[src/rtl/bus_arb_pkg.sv]
// bus_arb_pkg: shared state type, default bus widths and a small index helper
// used by the bus arbiter and its round-robin picker.
package bus_arb_pkg;

    typedef enum logic {
        ARB_IDLE    = 1'b0,
        ARB_GRANTED = 1'b1
    } arb_state_t;

    localparam int BUS_ADDR_W = 16;
    localparam int BUS_DATA_W = 8;

    // Next slot after idx in a ring of n entries.
    function automatic int ring_next(input int idx, input int n);
        return (idx >= n - 1) ? 0 : idx + 1;
    endfunction

endpackage

[src/rtl/bus_arbiter_rr_picker.sv]
// rr_picker: combinational round-robin selection. Returns whether any request
// is set and the index of the first requester at or after ptr, wrapping
// N-1 -> 0. ptr must be below N.
module rr_picker #(
    parameter int N     = 2,
    parameter int IDX_W = (N > 1) ? $clog2(N) : 1
) (
    input  logic [N-1:0]     req,
    input  logic [IDX_W-1:0] ptr,
    output logic             any,
    output logic [IDX_W-1:0] winner
);

    logic [IDX_W:0]   sum;
    logic [IDX_W-1:0] cand;

    // Scan from the farthest slot back towards ptr so the closest requester wins last.
    always_comb begin
        // NOTE: combinational logic uses blocking assignments, and every output and
        // temporary gets a default before any conditional so no latch is inferred.
        any    = |req;
        winner = ptr;
        sum    = '0;
        cand   = '0;
        for (int off = N - 1; off >= 0; off--) begin
            sum = {1'b0, ptr} + (IDX_W + 1)'(off);
            if (sum >= (IDX_W + 1)'(N)) begin
                sum = sum - (IDX_W + 1)'(N);
            end
            cand = sum[IDX_W-1:0];
            if (req[cand]) begin
                winner = cand;
            end
        end
    end

endmodule

[src/rtl/bus_arbiter.sv]
// bus_arbiter: shares one slave-side bus between NUM_MASTERS masters using the
// breq/bgrant protocol. Round-robin grant, held until the owner drops breq.
// The owner's mode/addr/wdata/valid are muxed to the slave; ready is returned
// to the owner only and rdata is broadcast.
// Optional feature: define BUS_ARB_TIMEOUT_EN to force release of a grant held
// for TIMEOUT_CYCLES cycles, with a one-cycle timeout_err pulse.
module bus_arbiter
    import bus_arb_pkg::*;
#(
    parameter int NUM_MASTERS    = 2,
    parameter int ADDR_W         = BUS_ADDR_W,
    parameter int DATA_W         = BUS_DATA_W,
    parameter int TIMEOUT_CYCLES = 64
) (
    input  logic                            clk,
    input  logic                            rst_n,
    input  logic [NUM_MASTERS-1:0]          m_breq,
    output logic [NUM_MASTERS-1:0]          m_bgrant,
    input  logic [NUM_MASTERS-1:0]          m_mode,
    input  logic [NUM_MASTERS*ADDR_W-1:0]   m_addr,
    input  logic [NUM_MASTERS*DATA_W-1:0]   m_wdata,
    input  logic [NUM_MASTERS-1:0]          m_valid,
    output logic [NUM_MASTERS-1:0]          m_ready,
    output logic [DATA_W-1:0]               m_rdata,
    output logic                            s_mode,
    output logic [ADDR_W-1:0]               s_addr,
    output logic [DATA_W-1:0]               s_wdata,
    output logic                            s_valid,
    input  logic                            s_ready,
    input  logic [DATA_W-1:0]               s_rdata,
    output logic [$clog2(NUM_MASTERS)-1:0]  owner_id,
    output logic                            busy,
    output logic                            timeout_err
);

    localparam int IDX_W = $clog2(NUM_MASTERS);

    arb_state_t       state, state_nxt;
    logic [IDX_W-1:0] owner_nxt;
    logic [IDX_W-1:0] rr_ptr, rr_ptr_nxt;
    logic [IDX_W-1:0] pick_idx;
    logic             pick_any;
    logic             granted;

    rr_picker #(
        .N     (NUM_MASTERS),
        .IDX_W (IDX_W)
    ) u_picker (
        .req    (m_breq),
        .ptr    (rr_ptr),
        .any    (pick_any),
        .winner (pick_idx)
    );

    assign granted = (state == ARB_GRANTED);
    assign busy    = granted;
    assign m_rdata = s_rdata;
    assign m_ready = m_bgrant & {NUM_MASTERS{s_ready}};

`ifdef BUS_ARB_TIMEOUT_EN
    localparam int CNT_W = $clog2(TIMEOUT_CYCLES) + 1;

    logic [CNT_W-1:0] hold_cnt, hold_cnt_nxt;
    logic             force_release;
`endif

    // Next state: arbitrate while idle; while granted, watch the owner's request
    // and, when enabled, how long the grant has been held.
    always_comb begin
        state_nxt  = state;
        owner_nxt  = owner_id;
        rr_ptr_nxt = rr_ptr;
`ifdef BUS_ARB_TIMEOUT_EN
        hold_cnt_nxt  = '0;
        force_release = 1'b0;
`endif
        case (state)
            ARB_IDLE: begin
                if (pick_any) begin
                    state_nxt  = ARB_GRANTED;
                    owner_nxt  = pick_idx;
                    rr_ptr_nxt = IDX_W'(ring_next(int'(pick_idx), NUM_MASTERS));
                end
            end
            ARB_GRANTED: begin
`ifdef BUS_ARB_TIMEOUT_EN
                hold_cnt_nxt = hold_cnt + CNT_W'(1);
`endif
                if (!m_breq[owner_id]) begin
                    state_nxt = ARB_IDLE;
                end
`ifdef BUS_ARB_TIMEOUT_EN
                else if (hold_cnt == CNT_W'(TIMEOUT_CYCLES - 1)) begin
                    state_nxt     = ARB_IDLE;
                    force_release = 1'b1;
                end
`endif
            end
            default: state_nxt = ARB_IDLE;
        endcase
    end

    // State, owner and round-robin pointer registers with synchronous reset.
    always_ff @(posedge clk) begin
        // NOTE: sequential state uses non-blocking assignments so every register
        // samples the pre-edge values, independent of statement order.
        if (!rst_n) begin
            state    <= ARB_IDLE;
            owner_id <= '0;
            rr_ptr   <= '0;
        end else begin
            state    <= state_nxt;
            owner_id <= owner_nxt;
            rr_ptr   <= rr_ptr_nxt;
        end
    end

`ifdef BUS_ARB_TIMEOUT_EN
    // Grant hold counter and the registered one-cycle forced-release pulse.
    always_ff @(posedge clk) begin
        if (!rst_n) begin
            hold_cnt    <= '0;
            timeout_err <= 1'b0;
        end else begin
            hold_cnt    <= hold_cnt_nxt;
            timeout_err <= force_release;
        end
    end
`else
    assign timeout_err = 1'b0;
`endif

    // Slave-side mux and grant decode; everything is quiet unless a grant is held.
    always_comb begin
        m_bgrant = '0;
        s_mode   = 1'b0;
        s_addr   = '0;
        s_wdata  = '0;
        s_valid  = 1'b0;
        if (granted) begin
            m_bgrant[owner_id] = 1'b1;
            s_mode             = m_mode[owner_id];
            s_addr             = m_addr[owner_id * ADDR_W +: ADDR_W];
            s_wdata            = m_wdata[owner_id * DATA_W +: DATA_W];
            s_valid            = m_valid[owner_id];
        end
    end

endmodule

[config.mk]
export PLATFORM = sky130hd
export DESIGN_NAME = bus_arbiter
export DESIGN_NICKNAME = d
export VERILOG_FILES = /design/src/rtl/bus_arb_pkg.sv /design/src/rtl/bus_arbiter_rr_picker.sv /design/src/rtl/bus_arbiter.sv
export SDC_FILE = /design/constraint.sdc
export NUM_CORES = 1
export LEC_CHECK = 0
export BUFFER_PORTS_ARGS = -buffer_cell sky130_fd_sc_hd__clkbuf_2
export CORE_UTILIZATION = 32
export CTS_CLUSTER_DIAMETER = 80
export DETAILED_ROUTE_END_ITERATION = 8
export PLACE_DENSITY_LB_ADDON = 0.3
export SYNTH_ARGS = -nofsm -noshare
export SYNTH_HDL_FRONTEND = slang
export SYNTH_SLANG_ARGS = --single-unit
[constraint.sdc]
create_clock -name clk -period 2 [get_ports clk]
set_input_delay 0.1 -clock clk [delete_from_list [all_inputs] [get_ports clk]]
set_output_delay 0.1 -clock clk [all_outputs]
set_load 0.005 [all_outputs]
==> results.json <==
{
  "status": "finished clean",
  "setup_viol": 0,
  "via_per_inst": 4.474,
  "fin_cells": 192,
  "cts_buffers": 3,
  "hold_viol_final": 0,
  "finalSetupTns_ps": 0,
  "cts_hold_buf": 0,
  "grt_setup_unrepaired": "false",
  "required_ps": 1900,
  "syn-num-nets": 153,
  "area_growth_pct": 52.40,
  "drt_iter0_drc": 4,
  "layout_commonest_cell": "clkbuf_2",
  "hp-class": "input port to flop",
  "end_kind": "output port",
  "place_congestion": 0.6359,
  "core_area_um2": 2042,
  "fin_crit_ps": 1536,
  "cts.clk_slew.worst_paths_ps": 40,
  "clock.fmax_mhz": 651.1,
  "grt_max_degree": 36,
  "insertion_delay_ps": 230,
  "ios": 106,
  "start_kind": "flop",
  "hp-start": "rst_n",
  "drive_above_1_share": 0.5636,
  "cts_resized": 0,
  "tightest_slew_ps": 803.2,
  "holdPathEnd": "owner_id$_SDFFE_PN0P_",
  "grt_pass1_vias": 750,
  "ir_drop_v": 0.0002936,
  "synth.area.top_cells": "mux2i_1, nor2b_1, buf_4",
  "max-cap-violations": 0,
  "htreeDepth": 1,
  "cts_setup_buffers": 0,
  "first_pass_iters": 3,
  "critPathKind": "flop to output port",
  "grt.total_usage": 0.1556,
  "clock_sinks": 3,
  "synth_area_um2": 728.2,
  "dp_cells": 188,
  "num-fill-cells": 197,
  "place_hpwl_mm": 1.591,
  "yosysTopAreaCell": "mux2i_1",
  "utilization": 0.5435,
  "drt_wl_total_mm": 1.878,
  "dieWidth_um": 49.71,
  "yosysSeqAreaShare": 0.08247,
  "period_share": 0.7679,
  "grt_pass1_wl_mm": 3.056,
  "dr_total_vias": 859,
  "port_buffers": 88,
  "antenna_found_initial": 0,
  "dieArea_um2": 2471,
  "synth_warnings": 0,
  "fin_worst_skew_ps": 0.6649,
  "relSlewSlack": 0.4638,
  "root_buffer": "clkbuf_4",
  "ys_seq_elements": 3,
  "cts_tree": "done",
  "power_per_cell_area_nw_per_um2": 352.1,
  "initial_core_util": 0.3566,
  "r2r_cells": 3,
  "rows": 16,
  "nets": 231,
  "min_path_cells": 2,
  "placed_cell_area_um2": 1084,
  "antenna_cells": 0,
  "clockBufferDepth": 2,
  "wl_per_cell_um": 9.781,
  "maxSlewViolCount": 0,
  "post-route-drc-count": 0,
  "avgSynthCellArea_um2": 8.275,
  "synth_top_area_share": 0.3711,
  "r2r_end": "owner_id$_SDFFE_PN0P_",
  "crit_arrival_ps": 1440,
  "reg2reg_slack_ps": 620,
  "synth_cell_type_count": 20,
  "crit_path_max_fanout": 35,
  "rr_startpoint": "busy$_SDFF_PN0_",
  "die_y_um": 49.71,
  "syn_inst": 88,
  "antenna_left": 0,
  "layout_common_cells": "clkbuf_2, nor2b_1, mux2i_1",
  "design_area_um2": 1110,
  "grt-ovfl-total": 0,
  "p_leak_nw": 0.6015
}
[critical path, cell delays in order, from the launching register on]
cell and delay, ps:
dfxtp_1 830, and3_1 260, clkbuf_2 110
[cell families (layout without fill, tap and decap cells)]
family / after synthesis / after routing / synth area share
AND/OR/NAND/NOR: 37 / 37 / 0.3162
multiplexers: 27 / 27 / 0.3711
buffers and inverters: 16 / 93 / 0.1924
AO/OA/AOI/OAI: 4 / 4 / 0.03264
flip-flops: 3 / 3 / 0.08248
other: 1 / 1 / 0.005150
[sequential cells by signal, indices dropped and copies added, names as in the netlist]
signal / count
busy: 1
owner_id: 1
rr_ptr: 1
[where the power goes]
group	switching, mW	internal (mW)	leakage [nW]
Sequential	0.0207	0.0654	0.0253
Combinational	0.0725	0.126	0.561
Clock	0.0313	0.0748	0.0150
[how the worst max path moves through the flow]
stage | startpoint | end | slack, ps | cells past startpoint
2_1_floorplan | owner_id$_SDFFE_PN0P_ | s_addr[10] | 1040 | 4
3_3_place_gp | busy$_SDFF_PN0_ | owner_id$_SDFFE_PN0P_ | 650 | 3
3_5_place_dp | busy$_SDFF_PN0_ | owner_id$_SDFFE_PN0P_ | 570 | 3
4_1_cts | busy$_SDFF_PN0_ | m_ready[1] | 410 | 2
5_1_grt | busy$_SDFF_PN0_ | s_mode | 260 | 2
6_report | busy$_SDFF_PN0_ | m_ready[1] | 460 | 2
[layout make-up]
type | count | area [um^2] | area share
Sequential cell | 3 | 61.31 | 0.05524
Multi-Input combinational cell | 69 | 528.0 | 0.4758
Clock buffer | 4 | 26.28 | 0.02368
Timing Repair Buffer | 89 | 460.4 | 0.4149
Tap cell | 27 | 33.78 | 0.03044
[metrics by stage]
stage / worst slack, ps / power [mW] / hold WS (ps)
finish: 464.1 / 0.3907 / 107.3
floorplan: 1039 / 0.2100 / 221.7
detailed placement: 570.6 / 0.2894 / 200.1
CTS: 412.3 / 0.3997 / 98.53
global route: 258.5 / 0.4300 / 123.6
global placement: 645.2 / 0.2841 / 200.1
[synthesized netlist by cell type]
| library cell | instances |
|---|---|
| o21ai_0 | 1 |
| clkbuf_1 | 3 |
| nand2b_1 | 1 |
| buf_4 | 9 |
| nor2b_1 | 28 |
| buf_12 | 1 |
| and2b_1 | 1 |
| conb_1 | 1 |
| or2b_1 | 1 |
| o2bb2ai_1 | 1 |
| buf_6 | 1 |
| and3_1 | 1 |
| a21oi_1 | 2 |
| nand2_1 | 1 |
| buf_8 | 2 |
| and2_1 | 2 |
| nor2_1 | 1 |
| nor3b_1 | 1 |
| dfxtp_1 | 3 |
| mux2i_1 | 27 |
[layer usage]
metal / vias to the layer above / track usage / wire length, um
met5: - / 0 / 0
li1: 440 / - / -
met4: 0 / 0.08095 / 20
met3: 4 / 0.03395 / 178
met2: 39 / 0.3153 / 1033
met1: 376 / 0.1384 / 646
(Power assumes the default switching activity.)
